<file path="config.mk">
export PLATFORM = sky130hd
export DESIGN_NAME = ulpb_tx_sched
export DESIGN_NICKNAME = d
export VERILOG_FILES = /design/src/rtl/ulpb_tx_sched.sv
export SDC_FILE = /design/constraint.sdc
export NUM_CORES = 1
export LEC_CHECK = 0
export CORE_UTILIZATION = 43
export DETAILED_ROUTE_END_ITERATION = 8
export GPL_TIMING_DRIVEN = 1
export PLACE_DENSITY = 0.88
export SLEW_MARGIN = 20
export SYNTH_ARGS = -nofsm -noshare
export SYNTH_HDL_FRONTEND = slang
export SYNTH_SLANG_ARGS = --single-unit
</file>
<file path="constraint.sdc">
create_clock -name i_clk -period 3.8 [get_ports i_clk]
set_clock_uncertainty 0.1 [all_clocks]
set_input_delay 0.76 -clock i_clk [delete_from_list [all_inputs] [get_ports i_clk]]
set_output_delay 0.76 -clock i_clk [all_outputs]
set_load 0.01 [all_outputs]
</file>
<file path="src/rtl/ulpb_tx_sched.sv">
// ulpb_tx_sched: round-robin transmit scheduler for a single bus node.
// Arbitrates local requesters onto one node transmitter. Lost bus
// arbitration is retried after a fixed idle gap, up to a retry limit.
// Each message ends in exactly one ACK or FAIL pulse.
module ulpb_tx_sched #(
  parameter int NUM_REQ     = 4,
  parameter int ADDR_WIDTH  = 8,
  parameter int DATA_WIDTH  = 32,
  parameter int MAX_RETRY   = 3,
  parameter int BACKOFF_CYC = 4
) (
  input  logic                          i_clk,
  input  logic                          i_rst_n,
  input  logic [NUM_REQ-1:0]            i_req,
  input  logic [NUM_REQ*ADDR_WIDTH-1:0] i_req_addr,
  input  logic [NUM_REQ*DATA_WIDTH-1:0] i_req_data,
  output logic [NUM_REQ-1:0]            o_grant,
  output logic [NUM_REQ-1:0]            o_ack,
  output logic [NUM_REQ-1:0]            o_fail,
  output logic                          o_tx_req,
  output logic [ADDR_WIDTH-1:0]         o_tx_addr,
  output logic [DATA_WIDTH-1:0]         o_tx_data,
  input  logic                          i_tx_done,
  input  logic                          i_tx_acked,
  input  logic                          i_tx_lost
);

  localparam int IW = (NUM_REQ > 1) ? $clog2(NUM_REQ) : 1;
  localparam int RW = (MAX_RETRY > 0) ? $clog2(MAX_RETRY + 1) : 1;
  localparam int CW = $clog2(BACKOFF_CYC + 1);

  typedef enum logic [1:0] {
    S_IDLE     = 2'd0,
    S_TX       = 2'd1,
    S_BACKOFF  = 2'd2,
    S_COOLDOWN = 2'd3
  } state_t;

  state_t                r_state, w_state_nxt;
  logic [NUM_REQ-1:0]    r_grant, w_grant_nxt;
  logic [NUM_REQ-1:0]    r_ack, w_ack_nxt;
  logic [NUM_REQ-1:0]    r_fail, w_fail_nxt;
  logic                  r_tx_req, w_tx_req_nxt;
  logic [ADDR_WIDTH-1:0] r_tx_addr, w_rr_addr;
  logic [DATA_WIDTH-1:0] r_tx_data, w_rr_data;
  logic [RW-1:0]         r_retry, w_retry_nxt;
  logic [CW-1:0]         r_cnt, w_cnt_nxt;
  logic [IW-1:0]         r_win, w_win_nxt;
  logic [IW-1:0]         r_last, w_last_nxt;
  logic [IW-1:0]         w_rr_win;
  logic [IW:0]           w_rr_idx;
  logic                  w_rr_hit;
  logic                  w_load;

  // Round-robin search: first active request after the previous winner, wrapping.
  always_comb begin
    w_rr_hit = 1'b0;
    w_rr_win = '0;
    w_rr_idx = '0;
    for (int k = 1; k <= NUM_REQ; k++) begin
      w_rr_idx = {1'b0, r_last} + (IW+1)'(k);
      if (w_rr_idx >= (IW+1)'(NUM_REQ))
        w_rr_idx = w_rr_idx - (IW+1)'(NUM_REQ);
      if (!w_rr_hit && i_req[w_rr_idx[IW-1:0]]) begin
        w_rr_hit = 1'b1;
        w_rr_win = w_rr_idx[IW-1:0];
      end
    end
  end

  // Select the candidate winner's address/payload slice for latching.
  always_comb begin
    w_rr_addr = '0;
    w_rr_data = '0;
    for (int i = 0; i < NUM_REQ; i++) begin
      if (w_rr_win == IW'(i)) begin
        w_rr_addr = i_req_addr[i*ADDR_WIDTH +: ADDR_WIDTH];
        w_rr_data = i_req_data[i*DATA_WIDTH +: DATA_WIDTH];
      end
    end
  end

  // Next-state and next-output decode; all outputs are registered.
  always_comb begin
    w_state_nxt  = r_state;
    w_grant_nxt  = r_grant;
    w_ack_nxt    = '0;
    w_fail_nxt   = '0;
    w_tx_req_nxt = r_tx_req;
    w_retry_nxt  = r_retry;
    w_cnt_nxt    = r_cnt;
    w_win_nxt    = r_win;
    w_last_nxt   = r_last;
    w_load       = 1'b0;
    case (r_state)
      S_IDLE: begin
        if (w_rr_hit) begin
          w_state_nxt  = S_TX;
          w_win_nxt    = w_rr_win;
          w_grant_nxt  = {{(NUM_REQ-1){1'b0}}, 1'b1} << w_rr_win;
          w_tx_req_nxt = 1'b1;
          w_retry_nxt  = '0;
          w_load       = 1'b1;
        end
      end
      S_TX: begin
        // A completion outranks a simultaneous arbitration loss.
        if (i_tx_done) begin
          w_ack_nxt    = i_tx_acked ? r_grant : '0;
          w_fail_nxt   = i_tx_acked ? '0 : r_grant;
          w_grant_nxt  = '0;
          w_tx_req_nxt = 1'b0;
          w_state_nxt  = S_COOLDOWN;
        end else if (i_tx_lost) begin
          w_tx_req_nxt = 1'b0;
          if (r_retry < RW'(MAX_RETRY)) begin
            w_retry_nxt = r_retry + RW'(1);
            w_cnt_nxt   = CW'(BACKOFF_CYC);
            w_state_nxt = S_BACKOFF;
          end else begin
            w_fail_nxt  = r_grant;
            w_grant_nxt = '0;
            w_state_nxt = S_COOLDOWN;
          end
        end
      end
      S_BACKOFF: begin
        // Counter holds BACKOFF_CYC on entry, so TX_REQ stays low that many cycles.
        if (r_cnt <= CW'(1)) begin
          w_cnt_nxt    = '0;
          w_tx_req_nxt = 1'b1;
          w_state_nxt  = S_TX;
        end else begin
          w_cnt_nxt = r_cnt - CW'(1);
        end
      end
      S_COOLDOWN: begin
        w_last_nxt  = r_win;
        w_state_nxt = S_IDLE;
      end
      default: w_state_nxt = S_IDLE;
    endcase
  end

  // State and output registers; address/payload captured only on the grant edge.
  always_ff @(posedge i_clk or negedge i_rst_n) begin
    if (!i_rst_n) begin
      r_state   <= S_IDLE;
      r_grant   <= '0;
      r_ack     <= '0;
      r_fail    <= '0;
      r_tx_req  <= 1'b0;
      r_tx_addr <= '0;
      r_tx_data <= '0;
      r_retry   <= '0;
      r_cnt     <= '0;
      r_win     <= '0;
      r_last    <= IW'(NUM_REQ - 1);
    end else begin
      r_state  <= w_state_nxt;
      r_grant  <= w_grant_nxt;
      r_ack    <= w_ack_nxt;
      r_fail   <= w_fail_nxt;
      r_tx_req <= w_tx_req_nxt;
      r_retry  <= w_retry_nxt;
      r_cnt    <= w_cnt_nxt;
      r_win    <= w_win_nxt;
      r_last   <= w_last_nxt;
      if (w_load) begin
        r_tx_addr <= w_rr_addr;
        r_tx_data <= w_rr_data;
      end
    end
  end

  assign o_grant   = r_grant;
  assign o_ack     = r_ack;
  assign o_fail    = r_fail;
  assign o_tx_req  = r_tx_req;
  assign o_tx_addr = r_tx_addr;
  assign o_tx_data = r_tx_data;

endmodule

</file>
# Word-level counts from Yosys, hierarchy flattened
# Cells that the tools add are included.
dict set report classes {
  add_sub_neg 10
  eq_ne 13
  reduce_logical 17
  muxes 64
  shifts 1
  n_lt_le_gt_ge 10
}
# op count
set ops {}
lappend ops {{$mux 32} 4}
lappend ops {{$mux 4} 12}
lappend ops {{$mux 2} 16}
lappend ops {{$mux 8} 4}
lappend ops {{$mux 1} 15}
lappend ops {{$ge 3x3->1 const B} 4}
lappend ops {{$lt 2x3->1 const B} 4}
lappend ops {{$mux 3} 4}
lappend ops {{$reduce_and 4->1} 3}
lappend ops {{$ne 2x2->1 const B} 5}
lappend ops {{$bmux 1 s2} 4}
lappend ops {{$eq 2x2->1 const B} 4}
lappend ops {{$pmux 2 s4} 1}
lappend ops {{$pmux 4 s2} 1}
lappend ops {{$sub 2x1->2 const B} 4}
lappend ops {{$add 2x2->3 const B} 2}
lappend ops {{$ne 3x3->1 const B} 2}
lappend ops {{$pmux 3 s2} 1}
lappend ops {{$reduce_and 5->1} 1}
lappend ops {{$eq 2x1->1 const B} 2}
lappend ops {{$logic_not 2->1} 2}
lappend ops {{$pmux 2 s2} 1}
lappend ops {{$reduce_bool 2->1} 2}
lappend ops {{$shl 1x2->4 const A} 1}
lappend ops {{other kinds (12)} 16}
dict set report totals {
  elab_cells 126
  register_bits 64
  input_bits 169
  output_inout_bits 53
}

# Longest topological paths before layout
# Gate-level depths: netlist of run 1.
dict set report logic_depth {
  ltp_word 20
  mapped_depth 7
  ltp_nobuf 6
}

# Least setup slack after synthesis of run 1
# No wires, ideal clock.
dict set report synth_path {
  path_kind {in2reg}
  start {input port i_req[1]}
  end {register r_tx_data[0] (netlist: o_tx_data[0])}
  cell_stages 7
  t_required_ns 3.626
  t_arrival_ns 2.006
  slack_ns 1.620
  setup_time_ns 0.074
  n_path_buf 2
  path_cell_list {or2b_1 > a21oi_1 > a211o_1 > buf_2 > buf_2 > mux2_2 > o21ai_2}
}
dict set report synth_between {
  elab_chain_cells 17
  elab_cells_between_ends 32
  cone_classes {3 x eq/ne; 22 x mux; 7 x reduce/logical}
}
# element line
set synth_rtl {}
lappend synth_rtl {{start: declaration} 14} ;# input logic [NUM_REQ-1:0] i_req,
lappend synth_rtl {{$bmux 1 s2} 64} ;# if (!w_rr_hit && i_req[w_rr_idx[IW-1:0]]) begin
lappend synth_rtl {{$mux 1 (implied by the code)} 64}
lappend synth_rtl {{$mux 1} 64}
lappend synth_rtl {{$logic_not 1->1} 64}
lappend synth_rtl {{$logic_and 1x1->1} 64}
lappend synth_rtl {{$mux 1} 64}
lappend synth_rtl {{$logic_not 1->1} 64}
lappend synth_rtl {{$logic_and 1x1->1} 64}
lappend synth_rtl {{$mux 1} 64}
lappend synth_rtl {{$logic_not 1->1} 64}
lappend synth_rtl {{$logic_and 1x1->1} 64}
lappend synth_rtl {{$mux 2} 64}
lappend synth_rtl {{$logic_not 2->1} 76} ;# if (w_rr_win == IW'(i)) begin
lappend synth_rtl {{$mux 32 (4 in series)} 76}
lappend synth_rtl {{end signal: assignment} 171} ;# r_tx_data <= w_rr_data;
lappend synth_rtl {{end: declaration} 45} ;# logic [DATA_WIDTH-1:0] r_tx_data, w_rr_data;
# Several ways; a longest one is shown, not always the timed one. The select of a mux whose other input is x is not followed.
# A chain may end at the register's enable or synchronous reset.

# Worst setup path in the final report of run 1
dict set report layout_path {
  start {input port i_req[1]}
  end {register r_tx_addr[6] (netlist: o_tx_addr[6])}
}
dict set report layout_between {
  elab_chain_cells 17
  elab_cells_between_ends 32
  cone_classes {3 x eq/ne; 22 x mux; 7 x reduce/logical}
}
# element line
set layout_rtl {}
lappend layout_rtl {{$bmux 1 s2} 64}
lappend layout_rtl {{$mux 1 (implied by the code)} 64}
lappend layout_rtl {{$mux 1} 64}
lappend layout_rtl {{$logic_not 1->1} 64}
lappend layout_rtl {{$logic_and 1x1->1} 64}
lappend layout_rtl {{$mux 1} 64}
lappend layout_rtl {{$logic_not 1->1} 64}
lappend layout_rtl {{$logic_and 1x1->1} 64}
lappend layout_rtl {{$mux 1} 64}
lappend layout_rtl {{$logic_not 1->1} 64}
lappend layout_rtl {{$logic_and 1x1->1} 64}
lappend layout_rtl {{$mux 2} 64}
lappend layout_rtl {{$logic_not 2->1} 76}
lappend layout_rtl {{$mux 8 (4 in series)} 76}
lappend layout_rtl {{end signal: assignment} 170} ;# r_tx_addr <= w_rr_addr;
lappend layout_rtl {{end: declaration} 44} ;# logic [ADDR_WIDTH-1:0] r_tx_addr, w_rr_addr;
# Several ways; a longest one is shown, not always the timed one. The select of a mux whose other input is x is not followed.

==> results of run 1 <==
-- state kept, by name (all words and copies together) (netlist names) --
register and count:
o_tx_addr 8, o_tx_data 32, r_last 2, r_state 2, o_grant 4, o_ack 4
o_tx_req 1, r_retry 2, r_win 2, r_cnt 3, o_fail 4
-- where the power goes --
part / switching [mW] / internal [mW]
Clock: 0.283 / 0.309
Combinational: 1.18 / 1.37
Sequential: 0.210 / 0.986
Total: 1.68 / 2.67
-- worst register-to-register path, stage by stage (launching register included) --
cell and delay, ns:
dfstp_2 0.55, nand2b_1 0.18, o21ai_1 0.09, a211o_2 0.56, buf_12 0.27, mux2_2 0.30
o21ai_2 0.11
-- routing by layer --
layer  up-vias  share of wire, %  global-route usage [%]
li1       1768                 -                       -
met1      1695                36                    23.7
met2       158                53                    40.1
met3        14               8.7                    5.62
met4         0               1.7                    8.82
met5         -                 0                       0
-- final cells by class --
class,instances,area (µm²),share of cell area (%)
inverter,7,26.3,0.402
timing repair buffer,228,2310,35.4
multi-input combinational,279,2250,34.4
clock inverter,7,80.1,1.23
sequential,64,1600,24.5
clock buffer,9,124,1.90
tap,111,139,2.13
-- cells by family (layout without fill, tap and decap cells) --
group / Yosys count / count (layout)
AOI/OAI and AO/OA: 69 / 69
adders and majority gates: 2 / 2
buffers and inverters: 32 / 251
DFF: 64 / 64
muxes: 123 / 123
and+or+nand+nor: 85 / 85
-- cell usage in the layout (no fill, tap or decap), types with 2 or more instances in the layout --
master and instances:
a21oi_1 4, a22o_1 4, and2_1 8, buf_12 4
buf_4 4, clkbuf_8 9, clkdlybuf4s50_1 220, clkinv_4 2
clkinvlp_4 2, dfrtp_1 62, dfstp_2 2, ha_1 2
inv_1 7, inv_6 2, mux2_2 43, mux2i_1 80
nand2_1 52, nand2b_1 4, nand3_1 2, nor2_1 9
nor3_1 2, o21ai_0 8, o21ai_1 3, o21ai_2 40
o21bai_1 2
-- path summary, 6_finish.rpt --
| kind | start | to | slack [ns] | cells past startpoint |
|---|---|---|---|---|
| setup / recovery | i_req[1] | o_tx_addr[6] | 1.07 | 7 |
| hold / removal | i_rst_n | o_ack[0] | 0.33 | 1 |
| setup reg to reg | r_last[0] | o_tx_addr[6] | 1.57 | 6 |
| hold reg to reg | o_tx_data[31] | o_tx_data[31] | 0.38 | 2 |
| max in group asynchronous | i_rst_n | r_last[0] | 2.63 | 2 |
| min in group i_clk | o_tx_data[31] | o_tx_data[31] | 0.38 | 2 |
-- per-stage QoR --
step / instance area (µm²) / utilization (%) / hold slack, ns / std cells
floorplan: 4070 / - / 0.364 / 375
CTS: 6530 / 71.0 / 0.384 / 705
detailed placement: 6330 / 68.8 / 0.367 / 689
finish: 6530 / 71.0 / 0.329 / 705
global route: 6530 / 71.0 / 0.363 / 705
global placement: 6330 / 68.8 / 0.362 / 689
==> flow_summary_export.csv, run 1 <==
group,metric,value,unit
status,run_status,"completed",
floorplanning,ios,222,
clocking,post-cts-setup-buffer-count,0,
placement,dp_slack,0.702,ns
clocking,htree_levels,3,
synthesis,synth-xor-area-share,0,%
worst_setup_path,critical_path.slowest_cell,"clkdlybuf4s50_1",
clocking,cts.sink_count,64,
placement,dpl.hpwl,8450,µm
routing,ant_nets,0,
grt,overflow,0,
worst_setup_path,cp-end-kind,"register",
finish,syn_to_final_growth,60.5,%
clocking,cts.clk_slew.worst_paths,0.08,ns
synthesis,yosys-top-cells-area,"dfrtp_1 (38%), mux2i_1 (20%), mux2_2 (12%)",
worst_setup_path,required,3.97,ns
floorplanning,fp.dieW,99.3,µm
worst_setup_path,path_cells,"clkdlybuf4s50_1 -> or2b_1 -> a21oi_1 -> a211o_2 -> buf_12 -> mux2_2 -> o21ai_2",
routing,drc,0,
sta,fin_crit_sh,71.9,%
placement,port_buffers,221,
synthesis,avgSynthCellArea,10.9,µm²
sta,fmax,0.366,GHz
clocking,clk_path_buf_depth,2,
sta,maxSlewViolCount,0,
synthesis,synth_top_area_share,38.1,%
worst_setup_path,crit_fanout,24,
synthesis,synth_edf_count,0,
synthesis,synth_flop_cell,"dfrtp_1",
sta,timing.final.ws_setup,1.07,ns
clocking,cts_resized,0,
synthesis,synth_common_cells,"mux2i_1 (80), dfrtp_1 (62), nand2_1 (53)",
clocking,clk_latency,0.34,ns
routing,wirelength,10600,µm
clocking,numCtsBuffers,9,
sta,slew_headroom,59.5,%
sta,setup_tns,0,ns
synthesis,yosys.cell_types.count,38,
routing,dr.pass1.iters,5,
finish,diodes,0,
grt,grt_pass1_vias,3638,
grt,grt_util_all_layers,21.8,%
clocking,ctsHoldBuffers,0,
synthesis,synthSimpleGateAreaFrac,9.22,%
synthesis,ys_seq_elements,64,
power,power_density,665,mW/mm²
synthesis,muxShareOfSynthArea,31.6,%
sta,setup_violations,0,
synthesis,yosysWarnings,0,
floorplanning,rows,35,
synthesis,synth_compound_area_share,13.4,%
worst_setup_path,critPathTopFamily,"buffers and inverters",
floorplanning,core,0.00920,mm²
worst_setup_path,critPathArrivalTime,2.90,ns
hold_path,hold_path_class,"input port to asynchronous set/reset pin",
synthesis,synth_most_common_cell,"mux2i_1",
routing,wl_per_cell,15.0,µm
placement,gp_congestion,0.787,
worst_setup_path,cp.buffers_inverters,2,
synthesis,yosys.area.top_type,"dfrtp_1",
synthesis,synth_top_family_by_area,"multiplexers",
worst_setup_path,crit_path_max_incr_delay,0.57,ns
power,p_leak,2.85,nW
floorplanning,dieArea,0.00986,mm²
worst_setup_path,start_kind,"input port",
sta,hold_viol_final,0,
grt,antenna_found_initial,0,
sta,worst_pin_slew,0.608,ns
grt,grt_start_max_net_pins,49,
job,maxCapViolations,0,
floorplanning,start_util,44.3,%
finish,final.fill_count,705,
synthesis,synthAdderAreaFrac,0.615,%
grt,grt_first_pass_wirelength,16800,µm
clocking,cts_tree,"built",
routing,routed-via-count,3635,
synthesis,ys_seq_area_share,39.4,%
power,ir_worst_vdd,293,µV
sta,rsz0062_at_grt,"no",
synthesis,synth_nets,546,
finish,nets,760,
routing,drt-initial-drc-count,42,
routing,via_per_inst,5.16,
synthesis,async_reset_ff_share,100,%
sta,period_needed,2.73,ns
finish,drive_gt1_share,19.2,%
synthesis,synth_area,0.00407,mm²
synthesis,syn_inst,375,
worst_setup_path,critPathKind,"input port to register",
clocking,root_buffer,"clkbuf_8",
floorplanning,die_h,99.3,µm
power,total_power,4.34,mW
Note: power is estimated with default switching activity, not from simulation.
==> run 2, diff against run 1 <==
--- a/config.mk
+++ b/config.mk
@@ -5,10 +5,10 @@
 export SDC_FILE = /design/constraint.sdc
 export NUM_CORES = 1
 export LEC_CHECK = 0
-export CORE_UTILIZATION = 43
+export CORE_UTILIZATION = 40
 export DETAILED_ROUTE_END_ITERATION = 8
 export GPL_TIMING_DRIVEN = 1
-export PLACE_DENSITY = 0.88
+export PLACE_DENSITY = 0.82
 export SLEW_MARGIN = 20
 export SYNTH_ARGS = -nofsm -noshare
 export SYNTH_HDL_FRONTEND = slang
==> constraint.sdc (replaced) <==
create_clock -name i_clk -period 2.6 [get_ports i_clk]
set_clock_uncertainty 0.1 [all_clocks]
set_input_delay 0.52 -clock i_clk [delete_from_list [all_inputs] [get_ports i_clk]]
set_output_delay 0.52 -clock i_clk [all_outputs]
set_load 0.01 [all_outputs]
==> run 2 against run 1 <==
Against the previous run:
- sequential share of layout area fell by 0.59 points
- cell count rose by 4.4%
- total power grew 51%
- cell area rose by 2.5%
- routed wire length rose by 4.0%
- register-to-register slack worse by 1.1 ns
- largest power group unchanged
- highest routed layer unchanged
- utilization is 2.9 points lower
- non-clock buffer count is 9 higher
- global-route usage fell by 0.80 points
- combinational power increased by 55%
==> flow_summary_export.csv, run 2 (synthesis gave the netlist of run 1 again) <==
group,metric,value,unit
status,run_status,"completed",
clocking,cts.clk_slew.worst_paths,0.08,ns
routing,wirelength,11000,µm
routing,drt-initial-drc-count,53,
floorplanning,start_util,41.5,%
clocking,clk_path_buf_depth,2,
sta,period_needed,2.33,ns
worst_setup_path,critPathKind,"input port to register",
clocking,post-cts-setup-buffer-count,0,
placement,port_buffers,221,
routing,dr.pass1.iters,4,
finish,drive_gt1_share,20.4,%
worst_setup_path,critPathArrivalTime,2.45,ns
grt,overflow,0,
sta,timing.final.ws_setup,0.268,ns
clocking,numCtsBuffers,9,
worst_setup_path,start_kind,"input port",
finish,nets,769,
finish,final_common_cell,"clkdlybuf4s50_1",
power,p_sw,2.47,mW
sta,hold_slack,0.0873,ns
clocking,root_buffer,"clkbuf_8",
placement,dpl.hpwl,8900,µm
floorplanning,ios,222,
grt,antenna_found_initial,0,
clocking,cts_resized,0,
clocking,htree_levels,3,
power,intPower,4.07,mW
floorplanning,dieArea,0.0106,mm²
power,p_leak,2.92,nW
clocking,cts.sink_count,64,
finish,diodes,0,
floorplanning,core,0.00982,mm²
worst_setup_path,cp-end-kind,"register",
grt,grt_first_pass_wirelength,16900,µm
sta,hold_viol_final,0,
clocking,ctsHoldBuffers,0,
placement,gp_congestion,0.814,
power,switching_share,37.8,%
sta,worst_pin_slew,0.621,ns
power,power_density,977,mW/mm²
clocking,clk_latency,0.34,ns
routing,routed-via-count,3665,
sta,fmax,0.429,GHz
sta,rsz0062_at_grt,"no",
power,p_comb_share,60.5,%
hold_path,hold_path_class,"input port to asynchronous set/reset pin",
routing,via_per_inst,4.98,
floorplanning,die_h,103,µm
sta,fin_crit_sh,89.7,%
grt,grt_start_max_net_pins,40,
sta,setup_violations,0,
grt,grt_util_all_layers,21.0,%
floorplanning,fp.dieW,103,µm
routing,drc,0,
finish,syn_to_final_growth,64.5,%
sta,slew_headroom,58.6,%
routing,wl_per_cell,15.0,µm
routing,ant_nets,0,
job,maxCapViolations,0,
power,ir_worst_vdd,469,µV
worst_setup_path,required,2.72,ns
power,p_clk_share,13.0,%
finish,mostFrequentLayoutCells,"clkdlybuf4s50_1 (220), mux2i_1 (80), dfrtp_1 (62)",
finish,largest_register_ffs,32,
clocking,cts_tree,"built",
placement,dp_slack,-0.0944,ns
worst_setup_path,r2r_cells,7,
sta,maxSlewViolCount,0,
power,pwr-share-seq,26.5,%
grt,grt_pass1_vias,3621,
floorplanning,rows,36,
worst_setup_path,crit_fanout,39,
[run 2: cell types whose count changed in the layout (fill, tap and decap cells not counted)]
cell,previous run,this run
clkinv_2,0,2
buf_2,0,1
buf_12,4,10
buf_4,4,6
inv_6,2,0
[run 2: power groups by stage]
stage,registers [mW],clock network [mW],logic [mW]
floorplan,1.83,0,2.39
global placement,1.72,0,3.90
detailed placement,1.75,0,4.02
CTS,1.74,0.868,4.03
global route,1.79,0.909,4.29
finish,1.73,0.848,3.96
[run 2: path summary, 6_finish.rpt]
kind / startpoint / end / slack [ns]
max: i_req[1] / o_tx_addr[5] / 0.27
min: i_rst_n / o_tx_req / 0.09
max reg2reg: r_last[1] / o_tx_addr[5] / 0.50
min reg2reg: o_tx_data[4] / o_tx_data[4] / 0.38
max in group asynchronous: i_rst_n / o_tx_data[5] / 1.55
min in group i_clk: o_tx_data[4] / o_tx_data[4] / 0.38
[run 2: layout make-up]
| class | instances | area, µm² |
|---|---|---|
| clock buffer | 9 | 124 |
| clock inverter | 7 | 72.6 |
| fill | 805 | 3130 |
| inverter | 7 | 26.3 |
| multi-input combinational | 279 | 2250 |
| sequential | 64 | 1600 |
| tap | 133 | 166 |
| timing repair buffer | 237 | 2450 |
[run 2: worst max-delay path: stages]
cell,delay [ns]
clkdlybuf4s50_1,0.50
nor3b_1,0.18
buf_4,0.14
a211oi_4,0.32
buf_12,0.29
mux2i_1,0.24
mux2_2,0.18
o21ai_2,0.05
[run 2: metrics by stage]
| step | instances | power (mW) | utilization, % | cell area, µm² | TNS [ns] |
|---|---|---|---|---|---|
| final | 736 | 6.54 | 68.2 | 6690 | 0 |
| after global routing | 736 | 6.99 | 68.2 | 6690 | 0 |
| after CTS | 736 | 6.63 | 68.2 | 6690 | 0 |
| after global placement | 720 | 5.63 | 66.2 | 6500 | -0.163 |
| after floorplan | 375 | 4.22 | - | 4070 | 0 |
| after detailed placement | 720 | 5.77 | 66.2 | 6500 | -2.25 |
[run 2: metal layers]
metal,routed length [µm],part of all wire [%],up-vias,track usage [%]
met2,5810,53,140,38.8
met1,4150,38,1708,22.9
met5,0,0,-,0
met4,211,1.9,0,7.91
li1,-,-,1799,-
met3,859,7.8,18,5.49
